==> config.mk <==
export PLATFORM = sky130hd
export DESIGN_NAME = ikaopm_dac
export DESIGN_NICKNAME = d
export VERILOG_FILES = /design/src/rtl/ikaopm_dac.sv
export SDC_FILE = /design/constraint.sdc
export NUM_CORES = 1
export LEC_CHECK = 0
export CELL_PAD_IN_SITES_DETAIL_PLACEMENT = 1
export CELL_PAD_IN_SITES_GLOBAL_PLACEMENT = 1
export CORE_MARGIN = 8
export CORE_UTILIZATION = 45
export DETAILED_ROUTE_END_ITERATION = 16
export GPL_TIMING_DRIVEN = 0
export PLACE_DENSITY = 0.76
export SYNTH_ARGS = -nofsm -noshare
export SYNTH_HDL_FRONTEND = slang
export SYNTH_SLANG_ARGS = --single-unit
==> constraint.sdc <==
create_clock -name i_EMUCLK -period 4.4 [get_ports i_EMUCLK]
set_input_delay 0.88 -clock i_EMUCLK [delete_from_list [all_inputs] [get_ports i_EMUCLK]]
set_output_delay 0.88 -clock i_EMUCLK [all_outputs]
set_load 0.01 [all_outputs]
==> src/rtl/ikaopm_dac.sv <==
// Serial floating-point to linear PCM converter for the OPM sound output.
// Captures 13-bit words on sample-hold falling edges and produces R/L/mono samples with strobes.
module ikaopm_dac #(
  parameter int STROBE_LEN = 1
) (
  input  logic        i_EMUCLK,
  input  logic        i_MRST_n,
  input  logic        i_phi1_NCEN_n,
  input  logic        i_SO,
  input  logic        i_SH1,
  input  logic        i_SH2,
  input  logic        i_SEQ_CLR,
  output logic [15:0] o_R,
  output logic [15:0] o_L,
  output logic [15:0] o_MONO,
  output logic        o_R_VALID,
  output logic        o_L_VALID,
  output logic        o_SEQ_ERR
);

  localparam logic [3:0] STROBE_CNT = 4'(STROBE_LEN);

  localparam logic [1:0] LAST_NONE = 2'd0;
  localparam logic [1:0] LAST_R    = 2'd1;
  localparam logic [1:0] LAST_L    = 2'd2;

  logic [12:0] sr_q;
  logic        sh1_q, sh2_q;
  logic [12:0] word_r_q, word_l_q;
  logic        pend_r_q, pend_l_q;
  logic [15:0] r_q, l_q, mono_q;
  logic [15:0] r_d, l_d, mono_d;
  logic [3:0]  cnt_r_q, cnt_l_q;
  logic [3:0]  cnt_r_d, cnt_l_d;
  logic [1:0]  last_q, last_d;
  logic        err_q, err_d;

  logic        en;
  logic        fall_r, fall_l;
  logic        set_err;
  logic [16:0] sum;

  // Exponent 0 is silence; otherwise the 10-bit offset-binary value is scaled by 2^(e-1).
  function automatic logic [15:0] conv(input logic [12:0] w);
    logic [2:0]  e;
    logic [15:0] t16;
    e   = w[12:10];
    t16 = {{6{~w[9]}}, ~w[9], w[8:0]};
    if (e == 3'd0) conv = 16'd0;
    else           conv = t16 << (e - 3'd1);
  endfunction

  always_comb begin
    en     = ~i_phi1_NCEN_n;
    fall_r = en & sh1_q & ~i_SH1;
    fall_l = en & sh2_q & ~i_SH2;
  end

  always_ff @(posedge i_EMUCLK or negedge i_MRST_n) begin
    if (!i_MRST_n) begin
      sr_q     <= '0;
      sh1_q    <= 1'b0;
      sh2_q    <= 1'b0;
      word_r_q <= '0;
      word_l_q <= '0;
      pend_r_q <= 1'b0;
      pend_l_q <= 1'b0;
    end else begin
      if (en) begin
        sr_q  <= {i_SO, sr_q[12:1]};
        sh1_q <= i_SH1;
        sh2_q <= i_SH2;
      end
      // The word is taken before this cycle's shift lands.
      if (fall_r) word_r_q <= sr_q;
      if (fall_l) word_l_q <= sr_q;
      pend_r_q <= fall_r;
      pend_l_q <= fall_l;
    end
  end

  always_comb begin
    r_d     = pend_r_q ? conv(word_r_q) : r_q;
    l_d     = pend_l_q ? conv(word_l_q) : l_q;
    sum     = {r_d[15], r_d} + {l_d[15], l_d};
    mono_d  = (pend_r_q | pend_l_q) ? sum[16:1] : mono_q;
    cnt_r_d = pend_r_q ? STROBE_CNT : ((cnt_r_q != 4'd0) ? cnt_r_q - 4'd1 : 4'd0);
    cnt_l_d = pend_l_q ? STROBE_CNT : ((cnt_l_q != 4'd0) ? cnt_l_q - 4'd1 : 4'd0);
  end

  always_comb begin
    last_d  = last_q;
    set_err = 1'b0;
    if (fall_r && fall_l) begin
      last_d = LAST_NONE;
    end else if (fall_r) begin
      set_err = (last_q == LAST_R);
      last_d  = LAST_R;
    end else if (fall_l) begin
      set_err = (last_q == LAST_L);
      last_d  = LAST_L;
    end
    // Setting has priority over the clear request.
    err_d = set_err ? 1'b1 : (i_SEQ_CLR ? 1'b0 : err_q);
  end

  always_ff @(posedge i_EMUCLK or negedge i_MRST_n) begin
    if (!i_MRST_n) begin
      r_q     <= '0;
      l_q     <= '0;
      mono_q  <= '0;
      cnt_r_q <= '0;
      cnt_l_q <= '0;
      last_q  <= LAST_NONE;
      err_q   <= 1'b0;
    end else begin
      r_q     <= r_d;
      l_q     <= l_d;
      mono_q  <= mono_d;
      cnt_r_q <= cnt_r_d;
      cnt_l_q <= cnt_l_d;
      last_q  <= last_d;
      err_q   <= err_d;
    end
  end

  always_comb begin
    o_R       = r_q;
    o_L       = l_q;
    o_MONO    = mono_q;
    o_R_VALID = (cnt_r_q != 4'd0);
    o_L_VALID = (cnt_l_q != 4'd0);
    o_SEQ_ERR = err_q;
  end

endmodule

==> flow_results.xml <==
<?xml version="1.0" encoding="UTF-8"?>
<metrics>
  <group name="placed_design">
    <metric name="finalWeightedCongestion" unit="">0.8364</metric>
    <metric name="placement.cell_area" unit="um2">6022</metric>
    <metric name="place.port_buffers" unit="">56</metric>
    <metric name="place.detailed.hpwl" unit="um">11260</metric>
  </group>
  <group name="floorplanning">
    <metric name="floorplan_core_area" unit="um2">11420</metric>
    <metric name="die_height" unit="um">124.1</metric>
    <metric name="top_level_ports" unit="">58</metric>
    <metric name="dieArea" unit="um2">15400</metric>
    <metric name="cell_row_count" unit="">39</metric>
    <metric name="chipWidth" unit="um">124.1</metric>
    <metric name="floorplan.initialDensity" unit="">0.4604</metric>
  </group>
  <group name="sta">
    <metric name="crit_path_time_final" unit="ns">3.987</metric>
    <metric name="report.final.setup_viol" unit="">0</metric>
    <metric name="fmax" unit="GHz">0.2508</metric>
    <metric name="period_share" unit="">0.9062</metric>
    <metric name="final.setup_skew" unit="ns">0.003477</metric>
    <metric name="report.final.slew_viol_count" unit="">0</metric>
    <metric name="grt_setup_unrepaired" unit="">false</metric>
    <metric name="worstMarginPinSlew" unit="ns">0.5977</metric>
    <metric name="final_hold_viol_count" unit="">0</metric>
    <metric name="tightest_slew_margin_relative_to_the_limit" unit="">0.6015</metric>
  </group>
  <group name="worst_setup_path">
    <metric name="crit_path_end_kind" unit="">register</metric>
    <metric name="rr_endpoint" unit="">o_MONO[13]</metric>
    <metric name="r2r_start" unit="">word_l_q[10]</metric>
    <metric name="critical_path_required" unit="ns">4.62</metric>
    <metric name="start_kind" unit="">register</metric>
    <metric name="setup.reg_to_reg.worst_slack" unit="ns">0.41</metric>
    <metric name="worst-path-max-fanout" unit="">10</metric>
    <metric name="cp.arrival" unit="ns">4.21</metric>
    <metric name="setup.worst_path.class" unit="">register to register</metric>
    <metric name="cells_on_worst_reg2reg_path" unit="">16</metric>
  </group>
  <group name="final_layout">
    <metric name="count_of_inserted_antenna_diode_cells" unit="">0</metric>
    <metric name="final_util" unit="">0.5569</metric>
    <metric name="area.growth.synth_to_final" unit="%">20.94</metric>
    <metric name="fin_area" unit="um2">6359</metric>
    <metric name="nets" unit="">597</metric>
    <metric name="filler_cell_count" unit="">1264</metric>
    <metric name="layout-drive-gt1-share" unit="">0.1384</metric>
  </group>
  <group name="synth">
    <metric name="number_of_enable_flip_flop_cells_after_synthesis" unit="">0</metric>
    <metric name="synth_fp_nets" unit="">530</metric>
    <metric name="ys_ff_latch" unit="">102</metric>
    <metric name="synth_area_leaders" unit="">sky130_fd_sc_hd__dfrtp_1 (49%), sky130_fd_sc_hd__mux2_2 (9.2%), sky130_fd_sc_hd__ha_1 (5.5%)</metric>
    <metric name="postSynthAreaPerCell" unit="um2">10.54</metric>
    <metric name="synth.top_cell.area_share" unit="">0.4855</metric>
    <metric name="synthesis.instances" unit="">499</metric>
    <metric name="synth.yosys.seq_area_share" unit="">0.4855</metric>
    <metric name="async_flop_share" unit="">1.000</metric>
    <metric name="synth-warning-count" unit="">0</metric>
    <metric name="mappedNetlistArea" unit="um2">5258</metric>
    <metric name="unique_cell_type_count_in_the_yosys_netlist" unit="">49</metric>
    <metric name="ys.flop_type" unit="">sky130_fd_sc_hd__dfrtp_1</metric>
    <metric name="post-synth-top-area-cell" unit="">sky130_fd_sc_hd__dfrtp_1</metric>
  </group>
  <group name="route">
    <metric name="detailedRoute.firstIterationViolations" unit="">256</metric>
    <metric name="route.detailed.vias_per_inst" unit="">5.587</metric>
    <metric name="drt_pre_antenna_iters" unit="">4</metric>
    <metric name="drc_errors" unit="">0</metric>
    <metric name="route.final.wire_length" unit="um">14010</metric>
    <metric name="final_antenna_net_count" unit="">0</metric>
    <metric name="post_drt_wl_per_cell" unit="um">19.63</metric>
    <metric name="detailed_route_via_count" unit="">3989</metric>
  </group>
  <group name="pwr">
    <metric name="p_per_area" unit="nW/um2">797.4</metric>
    <metric name="power.net_switching" unit="uW">2031</metric>
    <metric name="switching_share_of_power" unit="">0.4007</metric>
    <metric name="total_power" unit="uW">5070</metric>
    <metric name="clock_power_share" unit="">0.161</metric>
    <metric name="comb_power_share" unit="">0.510</metric>
    <metric name="peak_vdd_ir" unit="mV">0.4432</metric>
    <metric name="sequentialPowerShare" unit="">0.329</metric>
    <metric name="cell_internal_pwr" unit="uW">3039</metric>
    <metric name="total_leakage_power" unit="uW">0.002746</metric>
  </group>
  <group name="clocking">
    <metric name="total_cts_buffers" unit="">9</metric>
    <metric name="maximum_level_of_the_cts_h_tree" unit="">3</metric>
    <metric name="clock_sink_count" unit="">102</metric>
    <metric name="clk_root_buffer_cell" unit="">sky130_fd_sc_hd__clkbuf_16</metric>
    <metric name="cts.reportedPaths.clkPinSlew" unit="ns">0.07</metric>
    <metric name="cts_hold_buffers" unit="">0</metric>
    <metric name="worst_skew_pair.late_latency" unit="ns">0.35</metric>
    <metric name="tritoncts" unit="">done</metric>
    <metric name="max-clock-path-buffers" unit="">2</metric>
  </group>
  <group name="status">
    <metric name="outcome" unit="">finished, final reports clean</metric>
  </group>
  <group name="grt">
    <metric name="groute.usage.overall" unit="">0.1900</metric>
    <metric name="grt_first_pass_wirelength" unit="um">22550</metric>
    <metric name="antenna_violations_before_repair" unit="">0</metric>
    <metric name="grt.overflow.total" unit="">0</metric>
    <metric name="grt_max_degree" unit="">75</metric>
    <metric name="via_count_of_the_first_global_routing_pass" unit="">4245</metric>
  </group>
  <group name="run">
    <metric name="timing.max_cap.violations" unit="">0</metric>
  </group>
  <group name="worst_hold_path">
    <metric name="tightest_hold_check_type" unit="">input port to asynchronous set/reset pin</metric>
  </group>
</metrics>
## cells by family after synthesis
logic type               synth area share
multiplexers                       0.1268
AND/OR/NAND/NOR                    0.1019
XOR/XNOR                          0.02832
buffers and inverters             0.03641
flip-flops                         0.4855
AO/OA/AOI/OAI                      0.1625
adder cells (fa/ha/maj)           0.05854
## power groups by stage
stage / Combinational, uW / Clock [uW] / Sequential, uW
2_1_floorplan: 1580 / 0 / 1650
3_3_place_gp: 2490 / 0 / 1650
3_5_place_dp: 2560 / 0 / 1680
4_1_cts: 2580 / 837 / 1670
5_1_grt: 2860 / 872 / 1720
6_report: 2590 / 817 / 1670
## state kept, by name, summed over array words and instances (netlist names)
| name | count |
|---|---|
| o_MONO | 16 |
| o_R | 16 |
| cnt_r_q | 4 |
| sh2_q | 1 |
| pend_r_q | 1 |
| sr_q | 13 |
| o_L | 16 |
| sh1_q | 1 |
| o_SEQ_ERR | 1 |
| last_q | 2 |
| word_l_q | 13 |
| cnt_l_q | 4 |
| pend_l_q | 1 |
| word_r_q | 13 |
## cell usage after synthesis (6+ instances only)
cell,n
sky130_fd_sc_hd__a21oi_1,33
sky130_fd_sc_hd__a22oi_1,8
sky130_fd_sc_hd__clkbuf_1,18
sky130_fd_sc_hd__dfrtp_1,102
sky130_fd_sc_hd__ha_1,23
sky130_fd_sc_hd__inv_1,27
sky130_fd_sc_hd__mux2_2,43
sky130_fd_sc_hd__mux2i_1,7
sky130_fd_sc_hd__nand2_1,41
sky130_fd_sc_hd__nand3_1,7
sky130_fd_sc_hd__nor2_1,30
sky130_fd_sc_hd__nor2b_1,9
sky130_fd_sc_hd__nor3_1,6
sky130_fd_sc_hd__o21ai_0,44
sky130_fd_sc_hd__o21ai_1,11
sky130_fd_sc_hd__xnor2_1,11
sky130_fd_sc_hd__xor2_1,6
## cell usage in the layout, fill, tap and decap left out, types with 11 or more instances in the layout
| cell type | synthesis | routed |
|---|---|---|
| sky130_fd_sc_hd__dfrtp_1 | 102 | 101 |
| sky130_fd_sc_hd__clkdlybuf4s50_1 | 0 | 55 |
| sky130_fd_sc_hd__o21ai_0 | 44 | 44 |
| sky130_fd_sc_hd__mux2_2 | 43 | 43 |
| sky130_fd_sc_hd__nand2_1 | 41 | 41 |
| sky130_fd_sc_hd__a21oi_1 | 33 | 33 |
| sky130_fd_sc_hd__nor2_1 | 30 | 30 |
| sky130_fd_sc_hd__inv_1 | 27 | 27 |
| sky130_fd_sc_hd__ha_1 | 23 | 21 |
| sky130_fd_sc_hd__clkbuf_1 | 18 | 14 |
| sky130_fd_sc_hd__o21ai_1 | 11 | 11 |
| sky130_fd_sc_hd__xnor2_1 | 11 | 11 |
## metrics by stage
step	std cells	hold WS [ns]	worst slack (ns)	setup TNS, ns
after floorplan	499	0.4473	0.4303	0
after global placement	698	0.4657	-1.255	-128.23
after detailed placement	699	0.4728	-0.3877	-2.340
after CTS	714	0.4618	0.02474	0
after global routing	714	0.4735	0.003235	0
final	714	0.4506	0.4129	0
## worst max-delay path: stages, from the launching register on
cell	delay [ns]
sky130_fd_sc_hd__dfrtp_2	0.46
sky130_fd_sc_hd__clkbuf_4	0.21
sky130_fd_sc_hd__inv_1	0.21
sky130_fd_sc_hd__ha_1	0.27
sky130_fd_sc_hd__mux2_2	0.39
sky130_fd_sc_hd__clkbuf_1	0.22
sky130_fd_sc_hd__a22oi_1	0.27
sky130_fd_sc_hd__a21oi_1	0.15
sky130_fd_sc_hd__ha_1	0.39
sky130_fd_sc_hd__nand2_1	0.15
sky130_fd_sc_hd__nor2_1	0.10
sky130_fd_sc_hd__a41oi_1	0.22
sky130_fd_sc_hd__nand3_1	0.16
sky130_fd_sc_hd__o31ai_2	0.28
sky130_fd_sc_hd__o21ai_1	0.14
sky130_fd_sc_hd__xnor2_1	0.15
sky130_fd_sc_hd__o21ai_1	0.07
## layer usage
layer	GRT usage	vias up	part of all wire
met4	0.04684	0	0.013
met5	0	-	0
met3	0.04216	13	0.036
li1	-	1909	-
met2	0.3290	57	0.51
met1	0.2357	2010	0.44
## cell type report
cell class	count	area (um2)	area share
Sequential cell	102	2554	0.4016
Clock inverter	6	68.82	0.01082
Clock buffer	10	239.0	0.03758
Multi-Input combinational cell	348	2534	0.3985
Buffer	21	97.59	0.01535
Timing Repair Buffer	57	585.6	0.09209
Inverter	27	101.3	0.01594
Tap cell	143	178.9	0.02814
## timing repair
item,in CTS,in global routing
buffers inserted,0,0
cloned,0,0
gates resized for setup,2,13
setup endpoints to repair,11,7
pin swaps,0,0
hold endpoints to repair,0,0
## worst max path at each step
stage	startpoint	end	depth (start not counted)
floorplan	word_l_q[10]	o_MONO[13]	17
global placement	i_MRST_n	word_l_q[0]	1
detailed placement	word_l_q[10]	o_MONO[13]	18
CTS	word_l_q[10]	o_MONO[13]	17
global route	word_l_q[10]	o_MONO[13]	16
finish	word_l_q[10]	o_MONO[13]	16
Note: power is estimated with default switching activity, not from simulation.
